[src/rtl/imem_pkg.sv]
// Shared types and constants for the loadable instruction memory.
package imem_pkg;

  typedef enum logic [1:0] {CLEAR, LOAD, RUN} imem_state_t;

  // CBZ XZR,#0 -- a branch-to-self that parks the core.
  localparam logic [31:0] HALT_WORD = 32'hb400001f;

endpackage

[src/rtl/imem_ram.sv]
// DEPTH x N storage: one synchronous write port and one registered read port.
module imem_ram #(
  parameter int N      = 32,
  parameter int ADDR_W = 6
) (
  input  logic              clk,
  input  logic              rst,
  input  logic              we,
  input  logic [ADDR_W-1:0] waddr,
  input  logic [N-1:0]      wdata,
  input  logic              re,
  input  logic [ADDR_W-1:0] raddr,
  output logic [N-1:0]      rdata
);

  localparam int DEPTH = 2 ** ADDR_W;

  logic [N-1:0] mem [DEPTH];

  always_ff @(posedge clk) begin
    if (we) mem[waddr] <= wdata;
  end

  // Read register holds its value between fetches; cleared so q starts at zero.
  always_ff @(posedge clk) begin
    if (rst)     rdata <= '0;
    else if (re) rdata <= mem[raddr];
  end

endmodule

[src/rtl/imem_loadable.sv]
// Writable instruction memory: clear sweep, word-by-word program load, then
// registered one-cycle fetch for the pipelined core.
module imem_loadable
  import imem_pkg::*;
#(
  parameter int          N         = 32,
  parameter int          ADDR_W    = 6,
  parameter logic [N-1:0] FILL_WORD = HALT_WORD
) (
  input  logic              clk,
  input  logic              reset,
  input  logic              reload,
  input  logic              ld_valid,
  output logic              ld_ready,
  input  logic [N-1:0]      ld_data,
  input  logic              ld_last,
  input  logic              fetch_req,
  input  logic [ADDR_W-1:0] fetch_addr,
  output logic [N-1:0]      q,
  output logic              q_valid,
  output logic              busy,
  output logic [ADDR_W:0]   ld_count
);

  localparam logic [ADDR_W-1:0] PTR_MAX = '1;

  imem_state_t       state, state_nxt;
  logic [ADDR_W-1:0] ptr, ptr_nxt;
  logic [ADDR_W:0]   cnt, cnt_nxt;
  logic              ld_fire;
  logic              we;
  logic              re;
  logic [N-1:0]      wdata;
  logic              vld_p1;

  // Writes only happen outside RUN and reads only inside it, so the two
  // RAM ports never touch the same word in the same cycle.
  assign ld_fire = ld_valid && (state == LOAD);
  assign we      = (state == CLEAR) || ld_fire;
  assign wdata   = (state == CLEAR) ? FILL_WORD : ld_data;
  assign re      = fetch_req && (state == RUN);

  always_comb begin
    state_nxt = state;
    ptr_nxt   = ptr;
    cnt_nxt   = cnt;
    unique case (state)
      CLEAR: begin
        ptr_nxt = ptr + 1'b1;
        if (ptr == PTR_MAX) begin
          state_nxt = LOAD;
          ptr_nxt   = '0;
          cnt_nxt   = '0;
        end
      end
      LOAD: begin
        if (ld_fire) begin
          cnt_nxt = cnt + 1'b1;
          // Pointer saturates at the top word instead of wrapping.
          ptr_nxt = (ptr == PTR_MAX) ? ptr : ptr + 1'b1;
          if (ld_last || (ptr == PTR_MAX)) state_nxt = RUN;
        end
      end
      RUN: begin
        if (reload) begin
          state_nxt = CLEAR;
          ptr_nxt   = '0;
        end
      end
      default: begin
        state_nxt = CLEAR;
        ptr_nxt   = '0;
      end
    endcase
  end

  always_ff @(posedge clk) begin
    if (reset) begin
      state  <= CLEAR;
      ptr    <= '0;
      cnt    <= '0;
      vld_p1 <= 1'b0;
    end else begin
      state  <= state_nxt;
      ptr    <= ptr_nxt;
      cnt    <= cnt_nxt;
      vld_p1 <= re;
    end
  end

  // ---- p1: registered read data and its valid ----
  imem_ram #(
    .N      (N),
    .ADDR_W (ADDR_W)
  ) u_ram (
    .clk   (clk),
    .rst   (reset),
    .we    (we),
    .waddr (ptr),
    .wdata (wdata),
    .re    (re),
    .raddr (fetch_addr),
    .rdata (q)
  );

  assign q_valid  = vld_p1;
  assign busy     = (state != RUN);
  assign ld_ready = (state == LOAD);
  assign ld_count = cnt;

endmodule

[config.mk]
export PLATFORM = sky130hd
export DESIGN_NAME = imem_loadable
export DESIGN_NICKNAME = d
export VERILOG_FILES = /design/src/rtl/imem_pkg.sv /design/src/rtl/imem_ram.sv /design/src/rtl/imem_loadable.sv
export SDC_FILE = /design/constraint.sdc
export NUM_CORES = 2
export LEC_CHECK = 0
export BUFFER_PORTS_ARGS = -buffer_cell sky130_fd_sc_hd__buf_2
export CORE_ASPECT_RATIO = 1.4
export CORE_MARGIN = 5
export CORE_UTILIZATION = 45
export DETAILED_ROUTE_END_ITERATION = 8
export GPL_TIMING_DRIVEN = 0
export SLEW_MARGIN = 20
export SYNTH_ARGS = -nofsm -noshare
export SYNTH_HDL_FRONTEND = slang
export SYNTH_HIERARCHICAL = 1
export SYNTH_SLANG_ARGS = --single-unit
[constraint.sdc]
create_clock -name clk -period 3.55 [get_ports clk]
set_input_delay 0.1775 -clock clk [delete_from_list [all_inputs] [get_ports clk]]
set_output_delay 0.1775 -clock clk [all_outputs]
set_load 0.1 [all_outputs]
==> out/qor.csv <==
stage;metric;value;unit
detailed_routing;totalWireLength;257000;µm
sta;worstMarginPinSlew;1300;ps
floorplanning;ioPinCount;86;
detailed_routing;drtAntennaViolNets;0;
global_routing;grtUsageMet3;0.0523;
yosys;avgSynthCellArea;21.0;µm²
global_routing;use_met2;0.447;
layout;drive_gt1_frac;0.271;
floorplanning;die_area;188000;µm²
clock_network;cts_tree;done;
detailed_routing;wl_per_cell;37.7;µm
min_path;hp-class;input pin to flop;
clock_network;cts-root-buf;clkbuf_16;
global_routing;top_usage_layer;met2;
layout;stdcell_area;95500;µm²
layout;multi_input_comb_area;17800;µm²
clock_network;htreeDepth;4;
critical_path;worst-setup-path-type;input pin to flop;
yosys;synth-edff-count;2048;
clock_network;clkSinkCount;2096;
clock_network;cts_buffers;190;
layout;regArea;62500;µm²
critical_path;slowest_stage;o21ai_0;
floorplanning;coreArea;179000;µm²
layout;final_util;0.534;
detailed_routing;num_vias;43700;
yosys;ys_seq_area_frac;0.774;
global_routing;grt_pass1_wl;351000;µm
yosys;yosysWarnings;6;
detailed_routing;initialDrtViolationCount;6349;
power_and_ir_drop;power.total;49800;µW
yosys;yosysTopAreaCell;edfxtp_1;
floorplanning;row_count;184;
critical_path;cp_num_buf_inv;4;
layout;area_growth;18.4;%
power_and_ir_drop;powerDensity;522;nW/µm²
global_routing;grt_usage;0.271;
job;maxCapViolCount;0;
layout;final_nets;4383;
sta;skew;45.4;ps
global_routing;grt_pass1_vias;43300;
global_routing;overflow;0;
yosys;yosysTopAreaCellShare;0.762;
critical_path;cp_top_family;buffers and inverters;
detailed_routing;firstDrtPassIters;6;
sta;slew_violations;0;
yosys;ys_types;64;
status;status;complete, no violations;
global_routing;use_met1;0.345;
critical_path;crit_required;4260;ps
sta;setup_viol;0;
critical_path;path_cells;buf_4, buf_2, buf_2, nand2_1, clkbuf_1, o21ai_0, a311oi_1, a2111o_1;
detailed_routing;via_per_inst;6.40;
sta;period_share;0.991;
yosys;netlist_top_cells_area;edfxtp_1 (76%), mux4_2 (11%), mux2i_1 (3.4%);
yosys;syn_nets;3893;
floorplanning;die_w;368;µm
clock_network;cts.clk_slew.worst_paths;60;ps
floorplanning;die_h;511;µm
yosys;synth_top_flop_cell;edfxtp_1;
placed_design;place_congestion;0.860;
sta;finalHoldViolCount;0;
yosys;synth_area;80700;µm²
critical_path;endpoint_kind;flop;
sta;period_needed;3520;ps
critical_path;cp.arrival;4230;ps
global_routing;antenna_found_initial;15;
yosys;synthArstFlopShare;0;
yosys;synth_cells;3847;
yosys;ys_seq_elements;2096;
power_and_ir_drop;vdd_ir_drop_max;0.491;mV
clock_network;ctsLongestPathBuffers;3;
global_routing;grt_start_max_net_pins;65;
placed_design;dpl-instance-area;88700;µm²
sta;clock.fmax;284;MHz
layout;nFillCells;13500;
placed_design;portBuffers;80;
power_and_ir_drop;leakagePower;0.0306;µW
critical_path;cp_common_cell;buf_2;
placed_design;place_hpwl;179000;µm
sta;max-slew-margin-rel;0.136;
floorplanning;start_util;0.451;
clock_network;clk_latency;860;ps
critical_path;start_kind;input pin;
critical_path;cp_max_fo;10;
critical_path;max_stage_delay;880;ps
detailed_routing;drc;0;
==> worst paths after layout <==
kind                            startpoint                           end  slack (ps)  depth (start not counted)
hold reg to reg   ld_count[6]$_SDFFE_PP0P_      ld_count[6]$_SDFFE_PP0P_         500                          2
hold / removal                  ld_data[2]    u_ram/mem[10][2]$_DFFE_PP_         180                          2
setup / recovery             fetch_addr[1]  u_ram/rdata[30]$_SDFFE_PP0P_          30                          8
setup reg to reg     state[1]$_SDFFE_PP0P_   u_ram/mem[49][14]$_DFFE_PP_          50                          7
==> cell families (layout without fill, tap and decap cells) <==
family | after synthesis | count (layout) | synth area share
mux | 702 | 702 | 0.148
buf+inv | 241 | 894 | 0.0152
xor+xnor | 1 | 1 | 0.000109
simple gates | 316 | 316 | 0.0199
compound gates | 489 | 489 | 0.0425
other cells | 0 | 3 | 0
fa+ha+maj | 2 | 2 | 0.000310
flops | 2096 | 2096 | 0.774
==> routing by layer <==
layer | wire length [µm] | vias to the layer above
li1 | - | 17200
met5 | 26 | -
met3 | 24500 | 649
met4 | 16300 | 4
met1 | 90900 | 23100
met2 | 125000 | 2733
==> Yosys cell counts (30+ instances only) <==
cell,instances
nor2_1,114
edfxtp_1,2048
a221oi_1,31
a31oi_1,40
o21ai_0,60
o221ai_1,52
nor2b_1,33
mux4_2,386
buf_4,31
nand2_1,40
o22ai_1,81
clkbuf_1,104
mux2i_1,270
dfxtp_1,48
buf_2,70
and2_1,30
a21oi_1,76
mux2_2,46
a22oi_1,50
==> report_power, final <==
part | switching, µW | internal (µW) | leakage, µW
Clock | 9060 | 11600 | 0.00302
Sequential | 26.4 | 26800 | 0.0189
Combinational | 1460 | 852 | 0.00867
Total | 10500 | 39300 | 0.0306
==> worst register-to-register path, delay by kind of cell (launching register included) <==
kind	cells	cell delay, ps
AOI/OAI and AO/OA	1	520
and+or+nand+nor	3	1550
DFF	1	360
buffers and inverters	3	720
==> state kept, by name, summed over array words and instances (netlist names) <==
register     cells
u_ram/mem     2048
u_ram/rdata     32
ld_count         7
ptr              6
state            2
q_valid          1
==> repair_timing <==
item | CTS | global route
hold buffers | 33 | 0
pin swaps | 9 | 1
resized for setup | 19 | 3
setup buffers | 17 | 1
endpoints found under the setup margin | 221 | 21
endpoints found under the hold margin | 777 | 0
==> layout make-up <==
type	instances	area share
Clock buffer	235	0.0523
Tap cell	2325	0.0305
Timing Repair Buffer	301	0.0517
Multi-Input combinational cell	1510	0.186
Antenna cell	3	0.0000786
Sequential cell	2096	0.654
Clock inverter	120	0.0126
Buffer	231	0.0126
Inverter	7	0.000275
==> cell usage in the layout, fill, tap and decap left out, types with 44 or more instances in the layout <==
cell	synthesis	routed
clkinv_1	1	52
a22oi_1	50	50
clkbuf_1	104	130
clkbuf_16	0	192
mux2_2	46	46
mux2i_1	270	270
o21ai_0	60	60
buf_2	70	151
buf_4	31	44
buf_12	0	80
mux4_2	386	386
nor2_4	0	62
nor2_1	114	51
a21oi_1	76	71
buf_16	0	86
o221ai_1	52	52
dfxtp_1	48	48
edfxtp_1	2048	2048
o22ai_1	81	81
==> per-stage QoR <==
stage,setup TNS (ps),worst slack (ps),cells,hold slack [ps]
4_1_cts,0,4.57,6824,140
6_report,0,30.7,6828,179
3_3_place_gp,-7432100,-3050,6252,458
2_1_floorplan,0,414,3847,321
3_5_place_dp,-15190,-789,6422,453
5_1_grt,-36.7,-36.7,6826,169
Power figures use the tool's default switching activity.
